<file path="config.mk">
export PLATFORM = sky130hd
export DESIGN_NAME = code_patch_seq
export DESIGN_NICKNAME = d
export VERILOG_FILES = /design/src/rtl/code_patch_pkg.sv /design/src/rtl/code_patch_match.sv /design/src/rtl/code_patch_seq.sv
export SDC_FILE = /design/constraint.sdc
export NUM_CORES = 1
export LEC_CHECK = 0
export ABC_CLOCK_PERIOD_IN_PS = 4100
export CAP_MARGIN = 10
export CORE_MARGIN = 8
export CORE_UTILIZATION = 30
export CTS_BUF_LIST = sky130_fd_sc_hd__clkbuf_16
export DETAILED_ROUTE_END_ITERATION = 7
export PLACE_DENSITY = 0.45
export SYNTH_ARGS = -nofsm -noshare
export SYNTH_HDL_FRONTEND = slang
export SYNTH_HIERARCHICAL = 1
export SYNTH_SLANG_ARGS = --single-unit
</file>
<file path="constraint.sdc">
create_clock -name clk_i -period 4.1 [get_ports clk_i]
set_clock_uncertainty 0.2 [all_clocks]
set_input_delay 1.025 -clock clk_i [delete_from_list [all_inputs] [get_ports clk_i]]
set_output_delay 1.025 -clock clk_i [all_outputs]
set_load 0.01 [all_outputs]
</file>
<file path="src/rtl/code_patch_pkg.sv">
// code_patch_pkg: shared types and default widths for the code-patch
// sequencer.
//   cps_state_e : sequencer FSM states
//   cp_entry_t  : one patch-table entry {valid, addr, data}
package code_patch_pkg;

  localparam int CP_ADDR_W    = 13;
  localparam int CP_DATA_W    = 22;
  localparam int CP_HIT_CNT_W = 16;

  typedef enum logic [1:0] {
    CPS_IDLE   = 2'd0,
    CPS_LOOKUP = 2'd1,
    CPS_RESP   = 2'd2,
    CPS_CLEAR  = 2'd3
  } cps_state_e;

  typedef struct packed {
    logic                 valid;
    logic [CP_ADDR_W-1:0] addr;
    logic [CP_DATA_W-1:0] data;
  } cp_entry_t;

endpackage

</file>
<file path="src/rtl/code_patch_match.sv">
// code_patch_match: combinational priority matcher over the patch table.
//   entries : packed array of table entries
//   addr    : address to look up
//   hit     : some valid entry matches addr
//   idx     : lowest matching index (0 on miss)
//   data    : patch word of that entry (0 on miss)
module code_patch_match
  import code_patch_pkg::*;
#(
  parameter int NUM_ENTRIES = 3,
  parameter int IDX_W       = $clog2(NUM_ENTRIES)
) (
  input  cp_entry_t [NUM_ENTRIES-1:0] entries,
  input  logic [CP_ADDR_W-1:0]        addr,
  output logic                        hit,
  output logic [IDX_W-1:0]            idx,
  output logic [CP_DATA_W-1:0]        data
);

  // Scan from the top down so the lowest matching index is the last writer.
  always_comb begin
    hit  = 1'b0;
    idx  = '0;
    data = '0;
    for (int i = NUM_ENTRIES - 1; i >= 0; i--) begin
      if (entries[i].valid && (entries[i].addr == addr)) begin
        hit  = 1'b1;
        idx  = IDX_W'(i);
        data = entries[i].data;
      end
    end
  end

endmodule

</file>
<file path="src/rtl/code_patch_seq.sv">
// code_patch_seq: sequencer and config front-end for the code-patch datapath.
// Holds the patch table, serves one read request at a time through a
// ready/valid handshake, counts hits and sequences a one-entry-per-cycle
// table clear.
//
// state  | meaning
// -------+-----------------------------------------------------------
// IDLE   | ready for a request or a clear
// LOOKUP | registered address compared against the table
// RESP   | response registered onto the outputs
// CLEAR  | invalidating entries 0..N-1, one per cycle
//
// Ports:
//   clk_i, rst_ni                    clock, async active-low reset
//   cfg_pat_gen_i                    global patch enable (sampled on accept)
//   cfg_we_i/idx/addr/data           entry write
//   cfg_clr_i                        invalidate the whole table
//   cfg_err_o                        pulse: config write dropped
//   si_read_i/si_addr_i/si_ready_o   request handshake
//   rsp_valid_o/nopg_o/patch_data_o/hit_idx_o  registered response
//   hit_cnt_o                        saturating hit counter
//   busy_o                           FSM not in IDLE
// ADDR_W/DATA_W must equal the package widths, which size cp_entry_t.
module code_patch_seq
  import code_patch_pkg::*;
#(
  parameter int NUM_ENTRIES = 3,
  parameter int ADDR_W      = CP_ADDR_W,
  parameter int DATA_W      = CP_DATA_W,
  parameter int IDX_W       = $clog2(NUM_ENTRIES)
) (
  input  logic                    clk_i,
  input  logic                    rst_ni,
  input  logic                    cfg_pat_gen_i,
  input  logic                    cfg_we_i,
  input  logic [IDX_W-1:0]        cfg_idx_i,
  input  logic [ADDR_W-1:0]       cfg_addr_i,
  input  logic [DATA_W-1:0]       cfg_data_i,
  input  logic                    cfg_clr_i,
  output logic                    cfg_err_o,
  input  logic                    si_read_i,
  input  logic [ADDR_W-1:0]       si_addr_i,
  output logic                    si_ready_o,
  output logic                    rsp_valid_o,
  output logic                    nopg_o,
  output logic [DATA_W-1:0]       patch_data_o,
  output logic [IDX_W-1:0]        hit_idx_o,
  output logic [CP_HIT_CNT_W-1:0] hit_cnt_o,
  output logic                    busy_o
);

  cps_state_e                  state, state_nx;
  cp_entry_t [NUM_ENTRIES-1:0] entries;
  logic [ADDR_W-1:0]           addr_q;
  logic                        en_q;
  logic                        hit_q;
  logic [IDX_W-1:0]            idx_q;
  logic [DATA_W-1:0]           data_q;
  logic                        clr_pend;
  logic [IDX_W-1:0]            clr_left;
  logic [IDX_W-1:0]            clr_idx;

  logic                        m_hit;
  logic [IDX_W-1:0]            m_idx;
  logic [DATA_W-1:0]           m_data;

  logic clr_now, accept, idx_ok, wr_ok, resp_hit;

  code_patch_match #(
    .NUM_ENTRIES(NUM_ENTRIES),
    .IDX_W      (IDX_W)
  ) u_match (
    .entries(entries),
    .addr   (addr_q),
    .hit    (m_hit),
    .idx    (m_idx),
    .data   (m_data)
  );

  assign clr_now  = cfg_clr_i | clr_pend;
  assign accept   = (state == CPS_IDLE) && !clr_now && si_read_i && si_ready_o;
  assign idx_ok   = {1'b0, cfg_idx_i} < (IDX_W + 1)'(NUM_ENTRIES);
  // A write colliding with a clear request in IDLE loses to the clear.
  assign wr_ok    = cfg_we_i && idx_ok && (state != CPS_CLEAR) &&
                    !((state == CPS_IDLE) && cfg_clr_i);
  assign resp_hit = (state == CPS_RESP) && hit_q && en_q;
  // Down-counter drives the sweep, so the entry index counts up from 0.
  assign clr_idx  = IDX_W'(NUM_ENTRIES - 1) - clr_left;

  always_comb begin
    state_nx = state;
    case (state)
      CPS_IDLE:   if (clr_now) state_nx = CPS_CLEAR;
                  else if (accept) state_nx = CPS_LOOKUP;
      CPS_LOOKUP: state_nx = CPS_RESP;
      CPS_RESP:   state_nx = clr_now ? CPS_CLEAR : CPS_IDLE;
      CPS_CLEAR:  if (clr_left == '0) state_nx = CPS_IDLE;
      default:    state_nx = CPS_IDLE;
    endcase
  end

  always_ff @(posedge clk_i or negedge rst_ni) begin
    if (!rst_ni) begin
      state        <= CPS_IDLE;
      entries      <= '0;
      addr_q       <= '0;
      en_q         <= 1'b0;
      hit_q        <= 1'b0;
      idx_q        <= '0;
      data_q       <= '0;
      clr_pend     <= 1'b0;
      clr_left     <= '0;
      si_ready_o   <= 1'b1;
      busy_o       <= 1'b0;
      rsp_valid_o  <= 1'b0;
      nopg_o       <= 1'b0;
      patch_data_o <= '0;
      hit_idx_o    <= '0;
      hit_cnt_o    <= '0;
      cfg_err_o    <= 1'b0;
    end else begin
      state        <= state_nx;
      si_ready_o   <= (state_nx == CPS_IDLE);
      busy_o       <= (state_nx != CPS_IDLE);
      rsp_valid_o  <= (state == CPS_RESP);
      nopg_o       <= resp_hit;
      patch_data_o <= resp_hit ? data_q : '0;
      hit_idx_o    <= resp_hit ? idx_q : '0;
      cfg_err_o    <= cfg_we_i && !wr_ok;

      if (resp_hit && (hit_cnt_o != '1)) hit_cnt_o <= hit_cnt_o + 16'd1;

      if (accept) begin
        addr_q <= si_addr_i;
        en_q   <= cfg_pat_gen_i;
      end

      // Compare uses pre-write table contents; writes land on this same edge.
      if (state == CPS_LOOKUP) begin
        hit_q  <= m_hit;
        idx_q  <= m_idx;
        data_q <= m_data;
      end

      if (state_nx == CPS_CLEAR) clr_pend <= 1'b0;
      else if (((state == CPS_LOOKUP) || (state == CPS_RESP)) && cfg_clr_i) clr_pend <= 1'b1;

      if ((state_nx == CPS_CLEAR) && (state != CPS_CLEAR)) clr_left <= IDX_W'(NUM_ENTRIES - 1);
      else if (state == CPS_CLEAR) clr_left <= clr_left - 1'b1;

      for (int i = 0; i < NUM_ENTRIES; i++) begin
        if ((state == CPS_CLEAR) && (clr_idx == IDX_W'(i))) begin
          entries[i].valid <= 1'b0;
        end else if (wr_ok && (cfg_idx_i == IDX_W'(i))) begin
          entries[i] <= '{valid: 1'b1, addr: cfg_addr_i, data: cfg_data_i};
        end
      end
    end
  end

endmodule

</file>
==> impl_metrics.env <==
export IMPL_status="complete, no violations"
export IMPL_io_pins=101
export IMPL_fmax_mhz=329
export IMPL_hp_class="flop to flop"
export IMPL_fin_crit_ps=3040
export IMPL_worst_pin_slew_ps=1100
export IMPL_layout_nets=829
export IMPL_ys_ff_latch=197
export IMPL_synth_edf_count=0
export IMPL_p_leak_nw=4.79
export IMPL_synthCells=663
export IMPL_start_util=0.303
export IMPL_drv_slew=0
export IMPL_synth_warning_count=6
export IMPL_crit_type="flop to flop"
export IMPL_synth_nets=729
export IMPL_die_h_um=188
export IMPL_start_kind="flop"
export IMPL_synth_main_ff_cell="dfrtp_1"
export IMPL_synthDistinctLibCells=52
export IMPL_wire_per_inst_um=18.4
export IMPL_cts_root_buf="clkbuf_16"
export IMPL_fin_crit_sh=0.741
export IMPL_die_w_um=188
export IMPL_drt_pre_antenna_iters=4
export IMPL_holdWs_ps=279
export IMPL_slew_headroom=0.264
export IMPL_worstSkewPairLatency_ps=430
export IMPL_vias=5539
export IMPL_syn_cell_area_um2=8920
export IMPL_grtUsageTotal=0.123
export IMPL_rows=63
export IMPL_synth_area_leaders="dfrtp_1 (55%), mux2_2 (15%), mux2_4 (4.9%)"
export IMPL_dr_first_iter_drc_count=296
export IMPL_grt_pass1_wl_um=34200
export IMPL_clockBufferDepth=2
export IMPL_fillers=2872
export IMPL_critPathMaxFanout=18
export IMPL_postSynthAreaPerCell_um2=13.5
export IMPL_drc=0
export IMPL_cts_tree="yes"
export IMPL_grt_ovfl_total=0
export IMPL_die_area_um2=35500
export IMPL_wirelength_um=21500
export IMPL_cts_clk_slew_worst_paths_ps=80
export IMPL_postCtsSetupBuffers=0
export IMPL_antenna_found_initial=2
export IMPL_post_route_util=0.369
export IMPL_tns_ps=0
export IMPL_layout_area_overhead_vs_synth_pct=21.9
export IMPL_dp_hpwl_um=14500
export IMPL_yosysTopAreaCellShare=0.550
export IMPL_power_density_nw_per_um2=607
export IMPL_fp_coreArea_um2=29500
export IMPL_numPortBuffers=100
export IMPL_ctsHoldBuffers=0
export IMPL_cts_max_level=4
export IMPL_ant_nets=0
export IMPL_multiInputGateArea_um2=3700
export IMPL_critPathCaptureType="flop"
export IMPL_finalSetupViolCount=0
export IMPL_cts_sinks=197
export IMPL_total_power_w=0.00659
export IMPL_rsz0062_at_grt="false"
export IMPL_required_ps=4280
export IMPL_synth_top_area_cell="dfrtp_1"
export IMPL_seqCellArea_um2=4930
export IMPL_ctsResizeCount=0
export IMPL_grt_max_degree=94
export IMPL_ys_async_sr_fraction=1.00
export IMPL_hold_viol=0
export IMPL_vdd_drop_max_v=0.000241
export IMPL_vias_per_cell=4.75
export IMPL_gp_congestion=0.738
export IMPL_grt_pass1_vias=5995
export IMPL_worst_ep_arrival_time_ps=3220
export IMPL_ys_seq_area_frac=0.553
export IMPL_synth_commonest_cells="dfrtp_1 (196), mux2_2 (119), xnor2_1 (35)"
export IMPL_max_cap_viol_count=0
export IMPL_drive_gt1_frac=0.273
export IMPL_cts_buffers=17
export IMPL_synthMostInstantiatedCell="dfrtp_1"
-- registers in the layout, summed over array words and instances, names as in the netlist, 2 cells and up --
signal and flops:
state 2, idx_q 2, addr_q 13, hit_idx_o 2, clr_left 2, hit_cnt_o 16, patch_data_o 22, data_q 22
entries 108
-- worst paths after layout --
path,cells past startpoint,startpoint,to,slack [ps]
worst max-delay path,7,addr_q[4],data_q[18],1060
worst min-delay path,1,data_q[13],patch_data_o[13],280
worst max register to register,7,addr_q[4],data_q[18],1060
worst min register to register,1,data_q[13],patch_data_o[13],280
max in group asynchronous,2,rst_ni,entries[11],2370
min in group asynchronous,1,rst_ni,hit_cnt_o[15],420
-- metal layers --
metal	GRT usage	wire, um
met1	0.160	10100
met2	0.196	10100
met3	0.0314	883
met4	0.0394	346
met5	0	11
-- worst max-delay path, cell delays in order, from the launching register on --
cell,delay [ps]
dfrtp_1,440
xor2_1,180
nor4_1,570
and2_1,810
buf_4,310
a31oi_1,100
a21oi_1,200
mux2_2,160
-- power by group --
group | total (W) | internal, W | switching (W)
clock | 0.00166 | 0.000818 | 0.000845
sequential | 0.00305 | 0.00260 | 0.000455
combinational | 0.00188 | 0.00106 | 0.000815
total | 0.00659 | 0.00448 | 0.00212
-- layout by cell type, fill, tap and decap left out, types with 2 or more instances in the layout --
master           instances
a21oi_1                 24
a31oi_1                 23
and2_1                  27
and3_1                   3
buf_4                   13
clkbuf_16               17
clkdlybuf4s50_1         99
clkinv_4                 3
clkinv_8                 3
clkinvlp_4               2
dfrtp_1                196
ha_1                    10
inv_1                   11
inv_6                    3
inv_8                    4
mux2_2                 119
mux2_4                  29
nand2_1                 26
nand2b_1                 2
nand3_1                  7
nand4_1                 10
nor2_1                  30
nor2b_1                  2
nor3_1                   4
nor4_1                   5
nor4_4                   4
o211ai_1                20
o211ai_2                 3
o22ai_1                  2
o311ai_0                 2
xnor2_1                 35
xor2_1                  14
-- cell families after synthesis --
family / Yosys count / share of synthesized area
AOI/OAI and AO/OA: 84 / 0.0669
xor gates and xnor gates: 49 / 0.0481
muxes: 149 / 0.200
buffers and inverters: 44 / 0.0335
and+or+nand+nor: 130 / 0.0846
adders and majority gates: 10 / 0.0140
DFF: 197 / 0.553
-- final cells by class --
| class | count | share of cell area |
|---|---|---|
| clock inverters | 15 | 0.0148 |
| multi-input cells | 422 | 0.340 |
| clock buffers | 17 | 0.0391 |
| repair buffers | 114 | 0.103 |
| diodes | 1 | 0.000230 |
| inverters | 11 | 0.00380 |
| well taps | 390 | 0.0449 |
| flip-flops and latches | 197 | 0.454 |
-- stage by stage --
stage                     setup slack [ps]  area [um^2]  instances
final                                 1060        10900       1167
after global routing                   875        10900       1167
after CTS                             1040        10900       1166
after detailed placement               814        10300       1134
after global placement                 846        10300       1134
after floorplan                       1630         8920        663
(Power assumes the default switching activity.)
